===== src/rtl/pin_id_uart_tx_if.sv =====
// Signal bundle for the pin identifier UART beacon.
//   en       : run enable, driven by the controller (master)
//   out      : UART TX line, idle high, driven by the beacon (slave)
//   busy     : high from start bit through final stop bit of a message
//   msg_done : one-cycle pulse after the final stop bit of a message
interface pin_id_uart_tx_if;
  logic en;
  logic out;
  logic busy;
  logic msg_done;

  modport master (output en, input out, input busy, input msg_done);
  modport slave  (input en, output out, output busy, output msg_done);
endinterface


===== src/rtl/pin_id_uart_tx.sv =====
// Board-bring-up beacon: repeatedly sends a fixed ASCII identifier (with
// optional CR/LF) as 8N1-style UART frames, followed by an idle gap.
// Ports:
//   clk : system clock
//   rst : synchronous, active-high reset
//   bus : pin_id_uart_tx_if.slave (en in; out, busy, msg_done out)
module pin_id_uart_tx #(
  parameter logic [127:0] NAME         = "AB12",
  parameter int unsigned  NUM_CHARS    = 4,
  parameter int unsigned  CLKS_PER_BIT = 16,
  parameter int unsigned  STOP_BITS    = 1,
  parameter int unsigned  APPEND_CRLF  = 1,
  parameter int unsigned  GAP_BITS     = 24
) (
  input  logic            clk,
  input  logic            rst,
  pin_id_uart_tx_if.slave bus
);

  if (NUM_CHARS < 1 || NUM_CHARS > 16 || CLKS_PER_BIT < 1 ||
      (STOP_BITS != 1 && STOP_BITS != 2)) begin : g_bad_params
    $error("pin_id_uart_tx: illegal parameter set");
  end

  localparam int unsigned MSG_LEN = NUM_CHARS + ((APPEND_CRLF != 0) ? 2 : 0);
  localparam int unsigned BAUD_W  = (CLKS_PER_BIT > 1) ? $clog2(CLKS_PER_BIT) : 1;
  localparam int unsigned CNT_MAX = (GAP_BITS > STOP_BITS) ? GAP_BITS : STOP_BITS;
  localparam int unsigned CNT_W   = (CNT_MAX > 1) ? $clog2(CNT_MAX) : 1;

  localparam logic [BAUD_W-1:0] BAUD_LAST = BAUD_W'(CLKS_PER_BIT - 1);
  localparam logic [CNT_W-1:0]  STOP_LAST = CNT_W'(STOP_BITS - 1);
  localparam logic [CNT_W-1:0]  GAP_LAST  = CNT_W'((GAP_BITS > 0) ? GAP_BITS - 1 : 0);
  localparam logic [4:0]        CHAR_LAST = 5'(MSG_LEN - 1);

  typedef enum logic [2:0] {IDLE, START, DATA, STOP, GAP} state_t;

  state_t            state;
  logic [BAUD_W-1:0] baud;
  logic [2:0]        bit_idx;   // data bit within the character
  logic [CNT_W-1:0]  cnt;       // stop-bit or gap-bit counter
  logic [4:0]        char_idx;
  logic              out_q;
  logic              busy_q;
  logic              done_q;
  logic              baud_wrap;
  logic [7:0]        cur_byte;

  assign baud_wrap = (baud == BAUD_LAST);

  // Character 0 sits in the most-significant used byte of NAME; CR and LF
  // follow the name. Everything here folds to constants per char_idx.
  always_comb begin
    cur_byte = 8'h0A;
    if (char_idx < 5'(NUM_CHARS))
      cur_byte = 8'(NAME >> (8 * (NUM_CHARS - 1 - 32'(char_idx))));
    else if (char_idx == 5'(NUM_CHARS))
      cur_byte = 8'h0D;
  end

  // out is registered, so each transition loads the level of the bit that
  // the next state will present.
  always_ff @(posedge clk) begin
    if (rst) begin
      state    <= IDLE;
      baud     <= '0;
      bit_idx  <= '0;
      cnt      <= '0;
      char_idx <= '0;
      out_q    <= 1'b1;
      busy_q   <= 1'b0;
      done_q   <= 1'b0;
    end else begin
      done_q <= 1'b0;
      if (state != IDLE)
        baud <= baud_wrap ? '0 : baud + 1'b1;
      unique case (state)
        IDLE: begin
          out_q  <= 1'b1;
          busy_q <= 1'b0;
          if (bus.en) begin
            state    <= START;
            char_idx <= '0;
            baud     <= '0;
            out_q    <= 1'b0;
            busy_q   <= 1'b1;
          end
        end
        START: begin
          if (baud_wrap) begin
            state   <= DATA;
            bit_idx <= '0;
            out_q   <= cur_byte[0];
          end
        end
        DATA: begin
          if (baud_wrap) begin
            if (bit_idx == 3'd7) begin
              state <= STOP;
              cnt   <= '0;
              out_q <= 1'b1;
            end else begin
              bit_idx <= bit_idx + 3'd1;
              out_q   <= cur_byte[bit_idx + 3'd1];
            end
          end
        end
        STOP: begin
          if (baud_wrap) begin
            if (cnt != STOP_LAST) begin
              cnt <= cnt + 1'b1;
            end else if (char_idx != CHAR_LAST) begin
              char_idx <= char_idx + 5'd1;
              state    <= START;
              out_q    <= 1'b0;
            end else begin
              cnt    <= '0;
              done_q <= 1'b1;
              busy_q <= 1'b0;
              state  <= (GAP_BITS == 0) ? IDLE : GAP;
            end
          end
        end
        GAP: begin
          if (baud_wrap) begin
            if (cnt == GAP_LAST) state <= IDLE;
            else                 cnt   <= cnt + 1'b1;
          end
        end
        default: state <= IDLE;
      endcase
    end
  end

  assign bus.out      = out_q;
  assign bus.busy     = busy_q;
  assign bus.msg_done = done_q;

endmodule


===== src/flat_wrapper.sv =====
// flat-port wrapper written by rule: the top's interface ports become plain ports
module pin_id_uart_tx_flat 
#(
  parameter logic [127:0] NAME         = "    ",
  parameter int unsigned  NUM_CHARS    = 4,
  parameter int unsigned  CLKS_PER_BIT = 16,
  parameter int unsigned  STOP_BITS    = 1,
  parameter int unsigned  APPEND_CRLF  = 1,
  parameter int unsigned  GAP_BITS     = 24
)
  (clk, rst, bus_en, bus_out, bus_busy, bus_msg_done);
  pin_id_uart_tx_if bus_i ();
  input  logic clk;
  input  logic rst;
  input wire logic [$bits(bus_i.en)-1:0] bus_en;
  output wire logic [$bits(bus_i.out)-1:0] bus_out;
  output wire logic [$bits(bus_i.busy)-1:0] bus_busy;
  output wire logic [$bits(bus_i.msg_done)-1:0] bus_msg_done;
  assign bus_i.en = bus_en;
  assign bus_out = bus_i.out;
  assign bus_busy = bus_i.busy;
  assign bus_msg_done = bus_i.msg_done;
  pin_id_uart_tx #(.NAME(NAME), .NUM_CHARS(NUM_CHARS), .CLKS_PER_BIT(CLKS_PER_BIT), .STOP_BITS(STOP_BITS), .APPEND_CRLF(APPEND_CRLF), .GAP_BITS(GAP_BITS)) u_core (.clk(clk), .rst(rst), .bus(bus_i));
endmodule

===== config.mk =====
export PLATFORM = sky130hd
export DESIGN_NAME = pin_id_uart_tx_flat
export DESIGN_NICKNAME = d
export VERILOG_FILES = /design/src/rtl/pin_id_uart_tx_if.sv /design/src/rtl/pin_id_uart_tx.sv /design/src/flat_wrapper.sv
export SDC_FILE = /design/constraint.sdc
export NUM_CORES = 1
export LEC_CHECK = 0
export CAP_MARGIN = 30
export CORE_UTILIZATION = 50
export DETAILED_ROUTE_END_ITERATION = 7
export PLACE_DENSITY = 0.7
export SKIP_LAST_GASP = 1
export SYNTH_ARGS = -nofsm -noshare
export SYNTH_HDL_FRONTEND = slang
export SYNTH_SLANG_ARGS = --single-unit

===== constraint.sdc =====
create_clock -name clk -period 2.19 [get_ports clk]
set_clock_uncertainty 0.05 [all_clocks]
set_input_delay 0.657 -clock clk [delete_from_list [all_inputs] [get_ports clk]]
set_output_delay 0.657 -clock clk [all_outputs]
set_load 0.01 [all_outputs]

==> summary.md <==
| Metric | Value |
|---|---|
| Status | `complete, no violations` |
| Metal2 WL | `1.48 mm` |
| Worst Setup Start Kind | `flop` |
| Post-CTS Hold Fix Bufs | `0` |
| Top-Level Pins | `6` |
| Synthesized area | `1470 sq um` |
| RSZ-0062 raised after global routing | `false` |
| CTS clock-pin slew for the worst setup and hold paths | `130 ps` |
| Initial Util | `52.9%` |
| CTS tree | `yes` |
| Layout cells sized above 1 | `10.8%` |
| Synth Instances | `184` |
| Max-cap viol count | `0` |
| Antenna violations before repair | `0` |
| Fill cell count | `241` |
| Die Wd | `56.2 um` |
| Wire length on met3 | `154 um` |
| Tot Pwr | `0.000702 W` |
| Post-cts gate resize count | `0` |
| DP HPWL | `2.41 mm` |
| Slew Limit Fails | `0` |
| Fmax | `0.481 GHz` |
| IO buf count | `5` |
| #FFs+latches synth | `23` |
| Final Hold Fails | `0` |
| Share of the synthesized area in the top cell type | `31.3%` |
| DIE AREA | `3160 sq um` |
| Pre-CTS setup slack | `-210 ps` |
| Fin worst setup slack | `112 ps` |
| FFs w/ async S/R, synth | `0%` |
| WL/cell | `14.5 um` |
| Post-DRT Antenna Nets | `0` |
| Pwr Density | `431 nW/um^2` |
| Slew HR | `58.3%` |
| Top cell type by total area after synthesis | `dfxtp_1` |
| Final setup fails | `0` |
| Worst VDD drop | `327 uV` |
| Routed WL | `3.25 mm` |
| Vias per inst | `6.14` |
| Minimum clock period | `2080 ps` |
| Seq/Total Area, Yosys | `31.3%` |
| Crit path capture type | `flop` |
| Die height | `56.2 um` |
| Worst-Margin Slew | `621 ps` |
| Clk_lat worst skew | `320 ps` |
| Total gr overflow | `0` |
| Critical path class | `flop to flop` |
| Synth Area per Inst | `7.99 sq um` |
| Row Count | `19` |
| CTS Buffer Depth | `2` |
| Final-stage net count | `209` |
| Num Clock Sinks | `23` |
| TritonCTS Buffers | `3` |
| CP Data Required Time | `2410 ps` |
| First drt pass iteration count | `4` |
| Distinct cell type count after synthesis | `47` |
| Gpl congestion | `0.903` |
| Area grow syn2layout | `10.8%` |
| Post-CTS setup buffer count | `0` |
| Hold WC Path Type | `flop to flop` |
| Yosys synthesis warning count | `0` |
| Pin count of the biggest net entering global routing | `20` |
| Worst endpoint data arrival time | `2300 ps` |
| Post-Syn Nets | `198` |
| Drt drc | `0` |
| Vias in the first global route | `1252` |
| EDFF count, synth | `0` |
| H-tree depth | `1` |
| Core outline area | `2780 sq um` |
| Synth area leaders | `dfxtp_1 31%, ha_1 9.4%, nand3_1 5.1%` |
| N_diodes | `0` |
| Detailed Route Iter0 Violations | `41` |
| Top_reg_cell synth | `dfxtp_1` |
| Root Driver | `clkbuf_4` |
| Most frequent cell after synthesis | `dfxtp_1` |
| Routed via count | `1381` |
| Met1 wire length | `1.57 mm` |
| Commonest cells post-synth | `23 x dfxtp_1, 17 x inv_1, 17 x nand2_1` |
| Top Layer Used | `met4` |
| First-pass GRT wire length | `5.49 mm` |
| Crit Path Max Fanout | `6` |
| Total GRT Usage | `21.7%` |
| Leakage | `0.616 nW` |
| Crit share post-route | `94.9%` |
-- through the flow --
| stage | utilization (%) | hold slack, ps | TNS (ps) | std cells | instance area [sq um] |
|---|---|---|---|---|---|
| 4_1_cts | 58.2 | 429 | 0 | 225 | 1620 |
| 3_3_place_gp | 57.2 | 394 | -427 | 221 | 1590 |
| 3_5_place_dp | 57.2 | 410 | -538 | 221 | 1590 |
| 6_report | 58.6 | 427 | 0 | 225 | 1630 |
| 5_1_grt | 58.6 | 454 | 0 | 225 | 1630 |
| 2_1_floorplan | - | 386 | 0 | 184 | 1470 |
-- power by group --
group / internal, W / switching (W) / leakage, nW
Clock: 0.0000713 / 0.000131 / 0.0150
Combinational: 0.0000316 / 0.0000337 / 0.414
Sequential: 0.000424 / 0.0000109 / 0.187
-- state kept, by name, indices dropped and copies added (netlist names) --
signal,flops
u_core.baud,4
u_core.bus.msg_done,1
u_core.state,3
u_core.bus.busy,1
u_core.cnt,5
u_core.bit_idx,3
u_core.bus.out,1
u_core.char_idx,5
-- layer usage --
metal	up-vias	GRT usage [%]
li1	696	-
met1	645	29.4
met2	33	34.0
met3	7	3.26
met4	0	10.1
met5	-	0
-- path summary, 6_finish.rpt --
kind	start	endpoint	slack [ps]	cells past startpoint
min reg2reg	u_core.bit_idx[1]$_SDFFE_PP0P_	u_core.bit_idx[1]$_SDFFE_PP0P_	430	2
min	u_core.bit_idx[1]$_SDFFE_PP0P_	u_core.bit_idx[1]$_SDFFE_PP0P_	430	2
max reg2reg	u_core.bit_idx[0]$_SDFFE_PP0P_	u_core.bit_idx[2]$_SDFFE_PP0P_	110	6
max	u_core.bit_idx[0]$_SDFFE_PP0P_	u_core.bit_idx[2]$_SDFFE_PP0P_	110	6
-- area by class of cell --
cell class	instances	area, sq um	share of cell area [%]
Inverter	17	63.8	3.92
Sequential cell	23	464	28.5
Tap cell	31	38.8	2.38
Multi-Input combinational cell	134	903	55.5
Clock buffer	4	26.3	1.61
Timing Repair Buffer	16	133	8.14
-- cell families after synthesis --
| group | count (synthesis) | share of synthesized area, % |
|---|---|---|
| multiplexers | 4 | 2.72 |
| AND/OR/NAND/NOR | 74 | 28.0 |
| buffers and inverters | 27 | 7.74 |
| adder cells (fa/ha/maj) | 11 | 9.36 |
| flip-flops | 23 | 31.3 |
| AO/OA/AOI/OAI | 45 | 20.9 |
-- critical path, cell delays in order (launching register included) --
cell,delay (ps)
dfxtp_4,380
ha_1,190
ha_1,190
or3b_1,350
a211o_1,300
or4_4,420
a21oi_2,140
-- layout by cell type (no fill, tap or decap), types with 2 or more instances in the layout --
master and instances:
dfxtp_1 22, nor3b_1 2, clkbuf_4 3, nor3_1 6
ha_1 11, inv_1 17, nand3_1 15, clkdlybuf4s50_1 5
nand2b_1 3, o311ai_0 2, nand3b_1 3, and3b_1 2
a211o_1 2, a211oi_1 5, o31ai_1 2, or4_1 2
nor2_1 8, o21ai_0 6, buf_4 11, mux2i_1 4
o32ai_1 3, a21oi_1 10, nand2_1 17, or3_1 4
a31oi_1 4
(Power assumes the default switching activity.)
